### config.mk
export PLATFORM = sky130hd
export DESIGN_NAME = mcycle_unit
export DESIGN_NICKNAME = d
export VERILOG_FILES = /design/src/rtl/mcycle_unit_pkg.sv /design/src/rtl/mcycle_unit.sv
export SDC_FILE = /design/constraint.sdc
export NUM_CORES = 1
export LEC_CHECK = 0
export CORE_ASPECT_RATIO = 0.75
export CORE_MARGIN = 3
export CORE_UTILIZATION = 50
export CTS_BUF_LIST = sky130_fd_sc_hd__clkbuf_4 sky130_fd_sc_hd__clkbuf_8
export DETAILED_ROUTE_END_ITERATION = 6
export DONT_BUFFER_PORTS = 1
export GPL_ROUTABILITY_DRIVEN = 0
export PLACE_DENSITY = 0.68
export SETUP_SLACK_MARGIN = 0.4
export SYNTH_ARGS = -nofsm -noshare
export SYNTH_HDL_FRONTEND = slang
export SYNTH_SLANG_ARGS = --single-unit
### constraint.sdc
create_clock -name CLK -period 5.73 [get_ports CLK]
set_clock_uncertainty 0.15 [all_clocks]
set_input_delay 1.4325 -clock CLK [delete_from_list [all_inputs] [get_ports CLK]]
set_output_delay 1.4325 -clock CLK [all_outputs]
set_load 0.02 [all_outputs]
### src/rtl/mcycle_unit_pkg.sv
// rtl/mcycle_unit_pkg.sv - op codes, state codes and op decode helpers for mcycle_unit
package mcycle_unit_pkg;

  typedef enum logic [1:0] {
    MC_SMUL = 2'b00,
    MC_UMUL = 2'b01,
    MC_SDIV = 2'b10,
    MC_UDIV = 2'b11
  } mc_op_e;

  typedef enum logic {
    MC_IDLE    = 1'b0,
    MC_COMPUTE = 1'b1
  } mc_state_e;

  function automatic logic mc_is_div(input mc_op_e op);
    return (op == MC_SDIV) || (op == MC_UDIV);
  endfunction

  function automatic logic mc_is_signed(input mc_op_e op);
    return (op == MC_SMUL) || (op == MC_SDIV);
  endfunction

endpackage

### src/rtl/mcycle_unit.sv
// rtl/mcycle_unit.sv - iterative shift-add multiply / restoring divide, one bit per clock
module mcycle_unit
  import mcycle_unit_pkg::*;
#(
  parameter int WIDTH = 32
) (
  input  logic             CLK,
  input  logic             Reset_n,
  input  logic             Start,
  input  logic [1:0]       MCycleOp,
  input  logic [WIDTH-1:0] Operand1,
  input  logic [WIDTH-1:0] Operand2,
  output logic [WIDTH-1:0] Result1,
  output logic [WIDTH-1:0] Result2,
  output logic             Busy
);

  localparam int CW = $clog2(WIDTH) + 1;

  function automatic logic [WIDTH-1:0] neg_w(input logic [WIDTH-1:0] v, input logic n);
    return n ? -v : v;
  endfunction

  function automatic logic [2*WIDTH-1:0] neg_2w(input logic [2*WIDTH-1:0] v, input logic n);
    return n ? -v : v;
  endfunction

  mc_state_e          state_q, state_d;
  logic [CW-1:0]      count_q, count_d;
  mc_op_e             op_q, op_d;
  logic               neg_res_q, neg_res_d;
  logic               neg_rem_q, neg_rem_d;
  logic               div0_q, div0_d;
  logic [WIDTH-1:0]   dividend_q, dividend_d;
  logic [2*WIDTH-1:0] acc_q, acc_d;
  logic [WIDTH-1:0]   sr_q, sr_d;
  logic [WIDTH-1:0]   result1_q, result1_d;
  logic [WIDTH-1:0]   result2_q, result2_d;

  mc_op_e             op_in;
  logic               signed_in;
  logic [WIDTH-1:0]   mag1, mag2;
  logic [WIDTH:0]     mul_sum;
  logic [2*WIDTH-1:0] acc_mul;
  logic [WIDTH:0]     div_diff;
  logic [2*WIDTH-1:0] acc_div;
  logic [2*WIDTH-1:0] prod;
  logic               last;
  logic               busy;

  always_comb begin
    state_d    = state_q;
    count_d    = count_q;
    op_d       = op_q;
    neg_res_d  = neg_res_q;
    neg_rem_d  = neg_rem_q;
    div0_d     = div0_q;
    dividend_d = dividend_q;
    acc_d      = acc_q;
    sr_d       = sr_q;
    result1_d  = result1_q;
    result2_d  = result2_q;
    busy       = 1'b0;

    op_in     = mc_op_e'(MCycleOp);
    signed_in = mc_is_signed(op_in);
    mag1      = neg_w(Operand1, signed_in & Operand1[WIDTH-1]);
    mag2      = neg_w(Operand2, signed_in & Operand2[WIDTH-1]);
    last      = (count_q == CW'(WIDTH - 1));

    // Multiply: acc = {partial product, remaining multiplier bits}, multiplicand in sr.
    mul_sum = {1'b0, acc_q[2*WIDTH-1:WIDTH]} + {1'b0, (acc_q[0] ? sr_q : '0)};
    acc_mul = {mul_sum, acc_q[WIDTH-1:1]};

    // Divide: acc = {remainder, dividend/quotient}, divisor in sr; quotient bits enter at the bottom.
    div_diff = acc_q[2*WIDTH-1:WIDTH-1] - {1'b0, sr_q};
    acc_div  = div_diff[WIDTH] ? {acc_q[2*WIDTH-2:0], 1'b0}
                               : {div_diff[WIDTH-1:0], acc_q[WIDTH-2:0], 1'b1};

    prod = neg_2w(acc_mul, neg_res_q);

    case (state_q)
      MC_IDLE: begin
        busy = Start;
        if (Start) begin
          op_d       = op_in;
          neg_res_d  = signed_in & (Operand1[WIDTH-1] ^ Operand2[WIDTH-1]);
          neg_rem_d  = signed_in & mc_is_div(op_in) & Operand1[WIDTH-1];
          div0_d     = (Operand2 == '0);
          dividend_d = Operand1;
          acc_d      = mc_is_div(op_in) ? {{WIDTH{1'b0}}, mag1} : {{WIDTH{1'b0}}, mag2};
          sr_d       = mc_is_div(op_in) ? mag2 : mag1;
          count_d    = '0;
          state_d    = MC_COMPUTE;
        end
      end
      MC_COMPUTE: begin
        busy    = 1'b1;
        acc_d   = mc_is_div(op_q) ? acc_div : acc_mul;
        count_d = count_q + 1'b1;
        if (last) begin
          state_d = MC_IDLE;
          if (!mc_is_div(op_q)) begin
            result1_d = prod[WIDTH-1:0];
            result2_d = prod[2*WIDTH-1:WIDTH];
          end else if (div0_q) begin
            result1_d = '1;
            result2_d = dividend_q;
          end else begin
            result1_d = neg_w(acc_div[WIDTH-1:0], neg_res_q);
            result2_d = neg_w(acc_div[2*WIDTH-1:WIDTH], neg_rem_q);
          end
        end
      end
      default: state_d = MC_IDLE;
    endcase
  end

  always_ff @(posedge CLK or negedge Reset_n) begin
    if (!Reset_n) begin
      state_q <= MC_IDLE;
      count_q <= '0;
    end else begin
      state_q <= state_d;
      count_q <= count_d;
    end
  end

  always_ff @(posedge CLK or negedge Reset_n) begin
    if (!Reset_n) begin
      op_q       <= MC_SMUL;
      neg_res_q  <= 1'b0;
      neg_rem_q  <= 1'b0;
      div0_q     <= 1'b0;
      dividend_q <= '0;
      acc_q      <= '0;
      sr_q       <= '0;
      result1_q  <= '0;
      result2_q  <= '0;
    end else begin
      op_q       <= op_d;
      neg_res_q  <= neg_res_d;
      neg_rem_q  <= neg_rem_d;
      div0_q     <= div0_d;
      dividend_q <= dividend_d;
      acc_q      <= acc_d;
      sr_q       <= sr_d;
      result1_q  <= result1_d;
      result2_q  <= result2_d;
    end
  end

  assign Result1 = result1_q;
  assign Result2 = result2_q;
  assign Busy    = busy;

endmodule

## After elaboration in Yosys (flattened, before gate mapping)

Index checks and enable logic that the tools add are counted.

- $add $sub $neg: 8
- Equal/unequal tests: 6
- Muxes and demuxes: 22
- Bitwise logic cells: 7
- Reductions and logical operators: 7

Operator list:

| kind | count |
|---|---|
| $mux 32 | 11 |
| $mux 64 | 4 |
| $neg 32->32 | 4 |
| $pmux 64 s2 | 1 |
| $neg 64->64 | 1 |
| $add 32x32->33 | 1 |
| $sub 33x32->33 | 1 |
| $logic_not 32->1 | 1 |
| $pmux 6 s2 | 1 |
| $eq 2x2->1 const B | 4 |
| $add 6x1->6 const B | 1 |
| $eq 6x5->1 const B | 1 |
| $mux 6 | 1 |
| $and 1x1->1 | 5 |
| $pmux 1 s2 | 2 |
| $reduce_and 2->1 | 2 |
| $logic_or 1x1->1 | 3 |
| $logic_not 2->1 | 1 |
| $mux 1 | 2 |
| $ne 2x2->1 const B | 1 |
| $not 1->1 | 1 |
| $xor 1x1->1 | 1 |

- Register bits after elaboration: 204
- Bits of input ports: 69
- Output and inout bits: 65
- Logic and storage cells: 61

## Logic depth before layout (Yosys ltp)

- Depth after elaboration: 7
- Mapped depth: 27
- Gate-level depth less buffers: 22

## Worst setup path before layout

Ideal clock, no wire load.

- Path kind: flip-flop to flip-flop
- Start: reg acc_q[31]
- End: reg result2_q[30] (netlist: Result2[30])
- Library setup time: 129 ps
- Data arrival time: 5936 ps
- Slack: -484 ps
- Cell stages (with the launch flop): 28
- Path buffers: 5
- Clock period less this slack: 6214 ps
- Cells stage by stage: dfrtp_1 clkbuf_1 inv_1 ha_1 fa_1 nand2b_1 a211oi_1 o21ai_0 a21oi_1 o31a_1 nor2_1 inv_1 clkbuf_1 clkbuf_1 clkbuf_1 buf_1 nor2_1 a21oi_1 ha_1 nand2_1 a2111oi_0 nand2_1 o41ai_1 nand4_1 o41ai_1 xnor2_1 a221oi_1 a21oi_1

- Longest elaborated chain between the ends: 6
- Elaborated cells on any way between the ends: 8

RTL lines:

| item | line | source |
|---|---|---|
| from (decl) | mcycle_unit.sv:35 | `logic [2*WIDTH-1:0] acc_q, acc_d;` |
| from (signal assigned) | mcycle_unit.sv:136 | `acc_q <= '0;` |
| from (signal assigned) | mcycle_unit.sv:146 | `acc_q <= acc_d;` |
| $sub 33x32->33 | mcycle_unit.sv:76 | `div_diff = acc_q[2*WIDTH-1:WIDTH-1] - {1'b0, sr_q};` |
| $mux 64 | mcycle_unit.sv:77 | `acc_div = div_diff[WIDTH] ? {acc_q[2*WIDTH-2:0], 1'b0}` |
| $neg 32->32 | mcycle_unit.sv:21 | `return n ? -v : v;` |
| $mux 32 | mcycle_unit.sv:21 |  |
| $mux 32 | mcycle_unit.sv:106 | `end else if (div0_q) begin` |
| $mux 32 (*) | mcycle_unit.sv:103 | `if (!mc_is_div(op_q)) begin` |
| to (signal assigned) | mcycle_unit.sv:149 | `result2_q <= result2_d;` |
| to (decl) | mcycle_unit.sv:38 | `logic [WIDTH-1:0] result2_q, result2_d;` |

Every way passes the cells marked *; elsewhere a longest branch is shown, timed or not.
A chain may end at the register's enable or synchronous reset.

## Worst setup path after layout

- Start: reg acc_q[40]
- End: reg result2_q[28] (netlist: Result2[28])

Same word-level chain as after synthesis.

==> metrics.txt <==
outcome=completed; CTS tree=done; Required @ worst endpoint=6.10 ns; Startpoint Class=flop; worst-path maximum fanout=8; Total GRT Usage=34.24%; crit path launch=acc_q[40]; Clock Latency Late Sink=0.58 ns; height of the die=173.0 um; Hold Crit Class=reg2reg; initial antenna violation count=3; routed wire length=71400 um; Core ar.=36260 um2; MaxCap Viol Count=0; Crit-path slowest cell=o41a_1; FP Rows=60; vias in the first global route=17516; clk buf depth=3; Starting Density=51.25%; Root Buffer=clkbuf_8; IO Count=134; Hold WS=0.3339 ns; Synth Net Count=2594; R2R setup slack=0.45 ns; CP most frequent cell=a21oi_4; Design Area, Final=20020 um2; Netlist Area Pre-Place=18580 um2; Util after Layout=55.21%; commonest non-fill, non-tap cell in the layout=nand2_1; Worst R2R Path Depth=19; layout cells sized above 1=9.556%; CTS Hold Bufs=0; DIE AREA=39540 um2; Routed Antenna Nets=0; Yosys cell types=84; Inserted Clock Buffers=36; yosys warns=0; commonest cells after routing, fill and taps aside=nand2_1 (307), o21ai_0 (241), nor2_1 (235), dfrtp_1 (199), a21oi_1 (179); RSZ-0062 raised after global routing=yes; period utilisation layout=92.21%; gate count of the mapped netlist=2453; kind of critical path=reg2reg; min-delay src=sr_q[24]; setup violators final=0; Worst path max stage delay=0.50 ns; fin crit period=5.283 ns; EDFF count, synth=0; Final Hold Vio Count=0; crit-path cells=ha_1 > a21oi_1 > o211ai_1 > a31oi_2 > a21oi_4 > o31a_1 > nor2_4 > clkinvlp_4 > a21oi_4 > ha_2 > nand2_1 > a2111oi_4 > nand2_2 > o41a_1 > nor4_2 > nand4_1 > mux2_2 > o221ai_1 > o22a_1; Worst EP arrival=5.65 ns; share of the yosys chip area belonging to registers=27.34%; fraction of registers with async set/reset=100.0%; max-slew violation count=0; top_reg_cell synth=dfrtp_1; H-tree depth=2; synthesized flop and latch total=203; Iteration-0 DRC Markers=3410; first-pass GRT wire length=106300 um; IO Port Bufs=0; DRC viols=0; Clock Pin Slew Worst Setup and Hold Paths=0.07 ns; area grow syn2layout=7.730%; Via density=6.732; Post-Syn Area per Cell=7.576 um2; Fmax=189.3 MHz; DR WL/cell=24.78 um; die width=228.6 um; via count=19401; post-DP HPWL=53770 um; hold depth=2; Final #Nets=2505; Reg-to-Reg Start=acc_q[40]; Clock Sinks=203; DR pass1 iterations=6; CP endpoint kind=flop; ant diodes=0; actual slew at the worst max-slew pin=1.349 ns; slew margin rel.=9.912%; post-placement cell area=18930 um2; largest net degree at the start of global routing=204; total grt overflow=0
## area by class of cell
cell class | count | area, um2
Inverter | 74 | 281.5
Sequential cell | 203 | 5087
Tap cell | 496 | 620.6
Fill cell | 3411 | 16240
Timing Repair Buffer | 46 | 349.1
Multi-Input combinational cell | 2003 | 12930
Clock buffer | 53 | 685.7
Clock inverter | 7 | 65.06
## kinds of logic after synthesis
kind of cell	count (synthesis)	synth area share [%]
AO/OA/AOI/OAI	797	26.74
XOR/XNOR	217	10.23
adder cells (fa/ha/maj)	72	4.929
buffers and inverters	247	5.084
flip-flops	203	27.34
multiplexers	94	5.306
AND/OR/NAND/NOR	823	20.38
## through the flow
step	TNS, ns	setup WS [ns]	instances
3_5_place_dp	-0.03335	-0.02811	2816
5_1_grt	0	0.2948	2882
3_3_place_gp	0	0.05633	2816
4_1_cts	0	0.3667	2877
2_1_floorplan	0	0.4136	2453
6_report	0	0.4466	2882
## cells in the mapped netlist (8+ instances only)
library cell	n	area (um2)
o22ai_1	42	262.8
xnor2_1	158	1384
a21oi_1	190	950.9
o41ai_1	8	70.07
or3_1	22	137.6
nor3_1	51	255.2
dfrtp_1	203	5080
a211oi_1	60	450.4
a21o_1	32	240.2
mux2_2	36	405.4
o21ai_0	244	1221
inv_1	71	266.5
nor2_1	238	893.4
o31ai_1	44	330.3
nand3_1	33	165.2
o21a_1	13	97.59
or4_1	13	97.59
nor2b_1	23	143.9
nand4_1	23	143.9
o221ai_1	10	87.58
a21boi_0	8	60.06
ha_1	70	875.8
a31oi_1	17	106.4
nand2_1	310	1164
o211ai_1	29	217.7
and2_1	10	62.56
o31a_1	9	78.83
xor2_1	59	516.8
mux2i_1	58	580.6
nor4_1	24	150.1
a22o_1	15	131.4
buf_1	27	101.4
and3_1	14	87.58
o21bai_1	12	90.09
nand2b_1	25	156.4
clkbuf_1	142	533.0
## per-layer routing
metal	global-route usage, %	vias up	wire, um
met2	45.02	1407	27080
met3	13.85	220	11230
li1	-	8648	-
met1	49.72	9118	29820
met5	0.8413	-	101
met4	12.30	8	3171
## what timing repair did
| action | 4_1_cts | 5_1_grt |
|---|---|---|
| hold endpoints to repair | 0 | 0 |
| resized for setup | 10 | 48 |
| setup endpoints to repair | 10 | 17 |
| buffers inserted | 1 | 5 |
| pin swaps | 2 | 9 |
## flip-flops by register name, summed over array words and instances, names as in the netlist
signal and count:
state_q 1, neg_res_q 1, div0_q 1, dividend_q 32
neg_rem_q 1, sr_q 32, acc_q 64, Result1 32
Result2 32, count_q 6, op_q 1
## critical path: cells and delay by family (launching register included)
kind	cells	cell delay (ns)
compound gates	10	2.50
fa+ha+maj	2	0.67
buf+inv	1	0.23
flops	1	0.44
mux	1	0.31
simple gates	5	0.92
## path summary, 6_finish.rpt
| check | to |
|---|---|
| max reg2reg | Result2[28] |
| min | sr_q[24] |
| min in group asynchronous | sr_q[27] |
| min reg2reg | sr_q[24] |
| max | Result2[28] |
| max in group asynchronous | op_q[1] |
Power is not shown: default switching activity piles up to over one toggle a cycle in this logic, so the estimate is an artifact.
